### config.mk
export PLATFORM = sky130hd
export DESIGN_NAME = tt_um_emern_frontend
export DESIGN_NICKNAME = d
export VERILOG_FILES = /design/src/rtl/tt_um_emern_frontend_pkg.sv /design/src/rtl/tt_um_emern_frontend_spi_rx.sv /design/src/rtl/tt_um_emern_frontend.sv
export SDC_FILE = /design/constraint.sdc
export NUM_CORES = 2
export LEC_CHECK = 0
export CORE_UTILIZATION = 50
export CTS_CLUSTER_SIZE = 24
export DETAILED_ROUTE_END_ITERATION = 8
export GPL_ROUTABILITY_DRIVEN = 0
export PLACE_DENSITY = 0.76
export SKIP_CTS_REPAIR_TIMING = 1
export SYNTH_ARGS = -nofsm -noshare
export SYNTH_HDL_FRONTEND = slang
export SYNTH_HIERARCHICAL = 1
export SYNTH_SLANG_ARGS = --single-unit
### constraint.sdc
create_clock -name clk -period 2.65 [get_ports clk]
set_clock_uncertainty 0.1 [all_clocks]
set_input_delay 0.53 -clock clk [delete_from_list [all_inputs] [get_ports clk]]
set_output_delay 0.53 -clock clk [all_outputs]
set_load 0.02 [all_outputs]
### src/rtl/tt_um_emern_frontend_pkg.sv
// Shared widths, frame layout constants and the polygon record layout for the
// SPI scene-loading front end.
package tt_um_emern_frontend_pkg;

  localparam int WCOLOR = 6;
  localparam int WPX    = 10;
  localparam int WPY    = 9;
  localparam int N_POLY = 6;

  localparam int HDR_LEN          = 8;
  localparam int BG_PAYLOAD_LEN   = 8;
  localparam int POLY_PAYLOAD_LEN = 64;
  localparam int FRAME_MAX        = HDR_LEN + POLY_PAYLOAD_LEN;
  localparam int CNT_W            = 7;

  localparam logic [3:0] IDX_BG         = 4'd0;
  localparam logic [3:0] IDX_POLY_FIRST = 4'd1;
  localparam logic [3:0] IDX_POLY_LAST  = 4'd6;

  localparam logic [7:0] ID_BYTE = 8'hA5;

  // Polygon payload as it arrives, MSB first.
  typedef struct packed {
    logic              en;
    logic [WCOLOR-1:0] color;
    logic [WPX-1:0]    v0x;
    logic [WPY-1:0]    v0y;
    logic [WPX-1:0]    v1x;
    logic [WPY-1:0]    v1y;
    logic [WPX-1:0]    v2x;
    logic [WPY-1:0]    v2y;
  } poly_rec_t;

endpackage

### src/rtl/tt_um_emern_frontend_spi_rx.sv
// SPI mode-0 receiver in the clk domain: synchronizers, edge detection, bit
// counter, shift register and the ID-byte miso driver.
module spi_rx
  import tt_um_emern_frontend_pkg::*;
(
  input  logic                 clk,
  input  logic                 rst_n,
  input  logic                 cs_in,
  input  logic                 sck_in,
  input  logic                 mosi_in,
  output logic                 miso,
  output logic                 frame_done,
  output logic [CNT_W-1:0]     bit_cnt,
  output logic [FRAME_MAX-1:0] data
);

  logic [1:0] cs_sync;
  logic [1:0] sck_sync;
  logic [1:0] mosi_sync;
  logic       cs_prev;
  logic       sck_prev;
  logic       active;

  logic cs_s, sck_s, mosi_s;
  logic cs_fall, cs_rise, sck_rise, sck_fall;

  assign cs_s     = cs_sync[1];
  assign sck_s    = sck_sync[1];
  assign mosi_s   = mosi_sync[1];
  assign cs_fall  = cs_prev & ~cs_s;
  assign cs_rise  = ~cs_prev & cs_s;
  assign sck_rise = ~sck_prev & sck_s;
  assign sck_fall = sck_prev & ~sck_s;

  // active is only set by a cs fall, so a frame cut by reset is never resumed.
  assign frame_done = cs_rise & active;

  always_ff @(posedge clk) begin
    if (!rst_n) begin
      cs_sync   <= '0;
      sck_sync  <= '0;
      mosi_sync <= '0;
      cs_prev   <= 1'b0;
      sck_prev  <= 1'b0;
      active    <= 1'b0;
      bit_cnt   <= '0;
      data      <= '0;
      miso      <= 1'b0;
    end else begin
      cs_sync   <= {cs_sync[0], cs_in};
      sck_sync  <= {sck_sync[0], sck_in};
      mosi_sync <= {mosi_sync[0], mosi_in};
      cs_prev   <= cs_s;
      sck_prev  <= sck_s;
      if (cs_fall) begin
        active  <= 1'b1;
        bit_cnt <= '0;
        data    <= '0;
        miso    <= ID_BYTE[7];
      end else if (active) begin
        if (cs_rise) begin
          active <= 1'b0;
          miso   <= 1'b0;
        end else begin
          if (sck_rise) begin
            data <= {data[FRAME_MAX-2:0], mosi_s};
            // Saturate so overlong frames can never wrap back to a valid length.
            if (bit_cnt != '1) bit_cnt <= bit_cnt + 1'b1;
          end
          if (sck_fall) begin
            if (bit_cnt < CNT_W'(HDR_LEN)) miso <= ID_BYTE[3'd7 - bit_cnt[2:0]];
            else                           miso <= 1'b0;
          end
        end
      end
    end
  end

endmodule

### src/rtl/tt_um_emern_frontend.sv
// Scene front end: frames received over SPI land in shadow registers and are
// copied to the registered scene outputs atomically on en_load.
module tt_um_emern_frontend
  import tt_um_emern_frontend_pkg::*;
(
  input  logic                     clk,
  input  logic                     rst_n,
  input  logic                     cs_in,
  input  logic                     mosi_in,
  input  logic                     sck_in,
  output logic                     miso_out,
  input  logic                     en_load,
  output logic [WCOLOR-1:0]        bg_color_out,
  output logic [WCOLOR*N_POLY-1:0] poly_color_out,
  output logic [WPX*N_POLY-1:0]    v0_x_out,
  output logic [WPX*N_POLY-1:0]    v1_x_out,
  output logic [WPX*N_POLY-1:0]    v2_x_out,
  output logic [WPY*N_POLY-1:0]    v0_y_out,
  output logic [WPY*N_POLY-1:0]    v1_y_out,
  output logic [WPY*N_POLY-1:0]    v2_y_out,
  output logic [N_POLY-1:0]        poly_enable_out
);

  logic                 frame_done;
  logic [CNT_W-1:0]     rx_cnt;
  logic [FRAME_MAX-1:0] rx_data;

  spi_rx u_rx (
    .clk        (clk),
    .rst_n      (rst_n),
    .cs_in      (cs_in),
    .sck_in     (sck_in),
    .mosi_in    (mosi_in),
    .miso       (miso_out),
    .frame_done (frame_done),
    .bit_cnt    (rx_cnt),
    .data       (rx_data)
  );

  logic            len_bg, len_poly;
  logic [7:0]      hdr;
  logic [3:0]      idx;
  poly_rec_t       rec;
  logic            commit_bg, commit_poly;
  logic            unused_hdr_bits;

  // The header sits just above the payload, so its position follows the length.
  always_comb begin
    len_bg      = (rx_cnt == CNT_W'(HDR_LEN + BG_PAYLOAD_LEN));
    len_poly    = (rx_cnt == CNT_W'(HDR_LEN + POLY_PAYLOAD_LEN));
    hdr         = len_bg ? rx_data[15:8] : rx_data[FRAME_MAX-1:POLY_PAYLOAD_LEN];
    idx         = hdr[3:0];
    rec         = rx_data[POLY_PAYLOAD_LEN-1:0];
    commit_bg   = frame_done && len_bg && (idx == IDX_BG);
    commit_poly = frame_done && len_poly &&
                  (idx >= IDX_POLY_FIRST) && (idx <= IDX_POLY_LAST);
  end

  assign unused_hdr_bits = ^{hdr[7:4]};

  logic [WCOLOR-1:0]        sh_bg;
  logic [WCOLOR*N_POLY-1:0] sh_color;
  logic [WPX*N_POLY-1:0]    sh_v0x, sh_v1x, sh_v2x;
  logic [WPY*N_POLY-1:0]    sh_v0y, sh_v1y, sh_v2y;
  logic [N_POLY-1:0]        sh_en;

  always_ff @(posedge clk) begin
    if (!rst_n) begin
      sh_bg    <= '0;
      sh_color <= '0;
      sh_v0x   <= '0;
      sh_v1x   <= '0;
      sh_v2x   <= '0;
      sh_v0y   <= '0;
      sh_v1y   <= '0;
      sh_v2y   <= '0;
      sh_en    <= '0;
    end else begin
      if (commit_bg) sh_bg <= rx_data[WCOLOR-1:0];
      for (int k = 0; k < N_POLY; k++) begin
        if (commit_poly && (idx == 4'(k + 1))) begin
          sh_en[k]                     <= rec.en;
          sh_color[k*WCOLOR +: WCOLOR] <= rec.color;
          sh_v0x[k*WPX +: WPX]         <= rec.v0x;
          sh_v0y[k*WPY +: WPY]         <= rec.v0y;
          sh_v1x[k*WPX +: WPX]         <= rec.v1x;
          sh_v1y[k*WPY +: WPY]         <= rec.v1y;
          sh_v2x[k*WPX +: WPX]         <= rec.v2x;
          sh_v2y[k*WPY +: WPY]         <= rec.v2y;
        end
      end
    end
  end

  // Reads the shadow before this edge's commit lands, so a coincident
  // en_load publishes the previous scene.
  always_ff @(posedge clk) begin
    if (!rst_n) begin
      bg_color_out    <= '0;
      poly_color_out  <= '0;
      v0_x_out        <= '0;
      v1_x_out        <= '0;
      v2_x_out        <= '0;
      v0_y_out        <= '0;
      v1_y_out        <= '0;
      v2_y_out        <= '0;
      poly_enable_out <= '0;
    end else if (en_load) begin
      bg_color_out    <= sh_bg;
      poly_color_out  <= sh_color;
      v0_x_out        <= sh_v0x;
      v1_x_out        <= sh_v1x;
      v2_x_out        <= sh_v2x;
      v0_y_out        <= sh_v0y;
      v1_y_out        <= sh_v1y;
      v2_y_out        <= sh_v2y;
      poly_enable_out <= sh_en;
    end
  end

endmodule

==> flow_summary.toml <==
[cts]
clock_sinks = 865
insertion_delay_ps = 610
clockRootBuffer = "clkbuf_16"
clk_path_buf_depth = 3
cts.clk_slew.worst_paths_ps = 60
cts_tree = "built"
cts_max_level = 3
numCtsBuffers = 86

[timing]
slew_headroom = 0.502
finalHoldViolations = 0
drv_slew = 0
whs_ps = 243
max_freq_ghz = 0.386
setup_viol = 0
tightest_slew_ps = 727
finalCriticalPeriod_ps = 2590
finalCritPeriodShare = 0.978

[setup_path]
crit_fanout = 19
r2r-start = "u_rx/bit_cnt[2]"
crit_path_start_kind = "flip-flop"
critical-path-top-delay-family = "simple AND/OR/NAND/NOR gates"
worst-path-buf-inv = 2
max_stage_delay_ps = 550
cp_data_arrival_time_ps = 3010
cp_common_cell = "or4_4"
cp-end-kind = "flip-flop"
cp_data_required_time_ps = 3070
cpMaxStageDelayCell = "or4_4"
r2r_cells = 6
crit_type = "reg -> reg"
r2r_setup_slack_ps = 60
cp_cell_sequence = "or4_4 -> or4_4 -> a2111oi_4 -> buf_6 -> buf_12 -> mux2i_1"
reg2reg_to = "sh_v1y[28]"

[logic_synthesis]
yosysWarnings = 6
synthCells = 2985
synth_area_mm2 = 0.0317
postSynthAreaPerCell_um2 = 10.6
synth_nets = 2994

[floorplan]
initial_core_util = 0.510
io_pins = 397
row_count = 91
die_w_um = 254
die-area_mm2 = 0.0645
fp.dieH_um = 254
core_mm2 = 0.0622

[placed_design]
dpl_cell_area_mm2 = 0.0368
dpl.hpwl_mm = 52.0
io_buffer_count = 396

[min_path]
min-delay-path-class = "in -> reg"
hold_depth = 3
worstHoldEndpoint = "sh_color[20]"
hp-start = "rst_n"

[drt]
drt_iter0_markers = 1145
dr.pass1.iters = 5
avgViaCountPerCell = 5.15
wl_per_cell_um = 18.7
ant_nets = 0
drc = 0
num_vias = 21840
routed_wl_mm = 79.3

[power_and_ir_drop]
comb_power_share = 0.025
powerDensity_mw_per_mm2 = 650
power_frac_seq = 0.504
pwr-share-clk = 0.471
irDropWorstVdd_mv = 0.475
swShare = 0.206
internal_power_w = 0.0205
switchingPower_w = 0.00533
p_leak_nw = 14.2

[final_layout]
stdcell_area_mm2 = 0.0397
n_antenna_cell = 0
n_fill_cell = 4816
final_nets = 3347
drive_gt1_frac = 0.0661
synthToLayoutAreaGrowth_pct = 25.2

[grt]
grt-ovfl-total = 0
grt_pass1_vias = 21637
track_usage = 0.237
grt_start_max_net_pins = 113
antenna_found_initial = 1
grt_pass1_wl_mm = 120

[run]
cap_violations = 0

[run_status]
status = "finished, final reports clean"
-- power by group through the flow --
stage | sequential, W | combinational [W] | clock (W)
2_1_floorplan | 0.0133 | 0.000501 | 0
3_3_place_gp | 0.0133 | 0.000648 | 0
3_5_place_dp | 0.0133 | 0.000654 | 0
4_1_cts | 0.0130 | 0.000655 | 0.0124
5_1_grt | 0.0130 | 0.000692 | 0.0129
6_report | 0.0130 | 0.000655 | 0.0122
-- area by class of cell --
class,count,area (um2),area share
clock buffer,130,2590,0.0652
clock inverter,24,264,0.00665
timing repair buffer,471,4970,0.125
tap,837,1050,0.0264
sequential,865,17300,0.436
inverter,4,15.0,0.000378
multi-input combinational,1910,13500,0.340
-- worst reg2reg max path, cell delays in order, from the launching register on --
cell and delay [ps]:
dfxtp_1 320, or4_4 550, or4_4 510, a2111oi_4 370, buf_6 210, buf_12 200
mux2i_1 250
-- routing by layer --
layer	vias to the layer above	GRT usage	routed length (um)	part of all wire
met3	131	0.0391	3680	0.046
met5	-	0	13	0.00016
li1	10590	-	-	-
met2	497	0.406	38900	0.49
met1	10620	0.299	34400	0.43
met4	2	0.0869	2200	0.028
-- state kept, by name, indices dropped and copies added (netlist names), 6 cells and up --
name             flops
sh_v0y              54
v0_x_out            60
poly_enable_out      6
bg_color_out         6
v0_y_out            54
sh_v2y              54
v1_x_out            60
sh_v1x              60
sh_color            36
poly_color_out      36
u_rx/data           68
sh_v0x              60
sh_bg                6
v1_y_out            54
v2_x_out            60
sh_v2x              60
v2_y_out            54
sh_v1y              54
sh_en                6
u_rx/bit_cnt         7
-- per-stage QoR --
| stage | setup slack (ps) | total power, W | utilization | setup TNS (ps) | std cells |
|---|---|---|---|---|---|
| after floorplan | 197 | 0.0138 | - | 0 | 2985 |
| final | 58.3 | 0.0258 | 0.639 | 0 | 4241 |
| after global routing | -47.0 | 0.0266 | 0.639 | -297 | 4241 |
| after detailed placement | -55.7 | 0.0140 | 0.592 | -547 | 4085 |
| after CTS | -76.7 | 0.0260 | 0.638 | -1300 | 4239 |
| after global placement | -13.3 | 0.0139 | 0.592 | -94.5 | 4085 |
-- how the worst max path moves through the flow --
| stage | from | end | slack [ps] | depth (start not counted) |
|---|---|---|---|---|
| 6_report | u_rx/bit_cnt[2] | sh_v1y[28] | 60 | 6 |
| 5_1_grt | u_rx/bit_cnt[4] | sh_v1x[45] | -50 | 6 |
| 2_1_floorplan | u_rx/bit_cnt[2] | sh_color[18] | 200 | 6 |
| 3_5_place_dp | u_rx/bit_cnt[2] | sh_v2x[30] | -60 | 5 |
| 3_3_place_gp | u_rx/bit_cnt[2] | sh_v1x[36] | -10 | 5 |
| 4_1_cts | u_rx/bit_cnt[2] | sh_v2x[30] | -80 | 5 |
-- cell usage in the layout (no fill, tap or decap), types with 2 or more instances in the layout --
master / instances
a2111oi_4: 3
a211oi_4: 3
a21boi_0: 3
a21oi_1: 71
and2_1: 10
buf_12: 31
buf_4: 40
buf_6: 2
buf_8: 2
bufinv_16: 5
clkbuf_1: 20
clkbuf_16: 90
clkbuf_8: 21
clkdlybuf4s50_1: 394
clkinv_2: 12
clkinvlp_4: 6
dfxtp_1: 865
ha_1: 3
inv_1: 4
mux2i_1: 784
nand2_1: 585
nand2b_1: 2
nand3_1: 2
nand4_1: 3
nand4b_1: 2
nor2_1: 13
nor2b_1: 397
o211ai_1: 4
o21ai_0: 2
or3b_1: 2
or4_4: 2
xor2_1: 5
(Power assumes the default switching activity.)
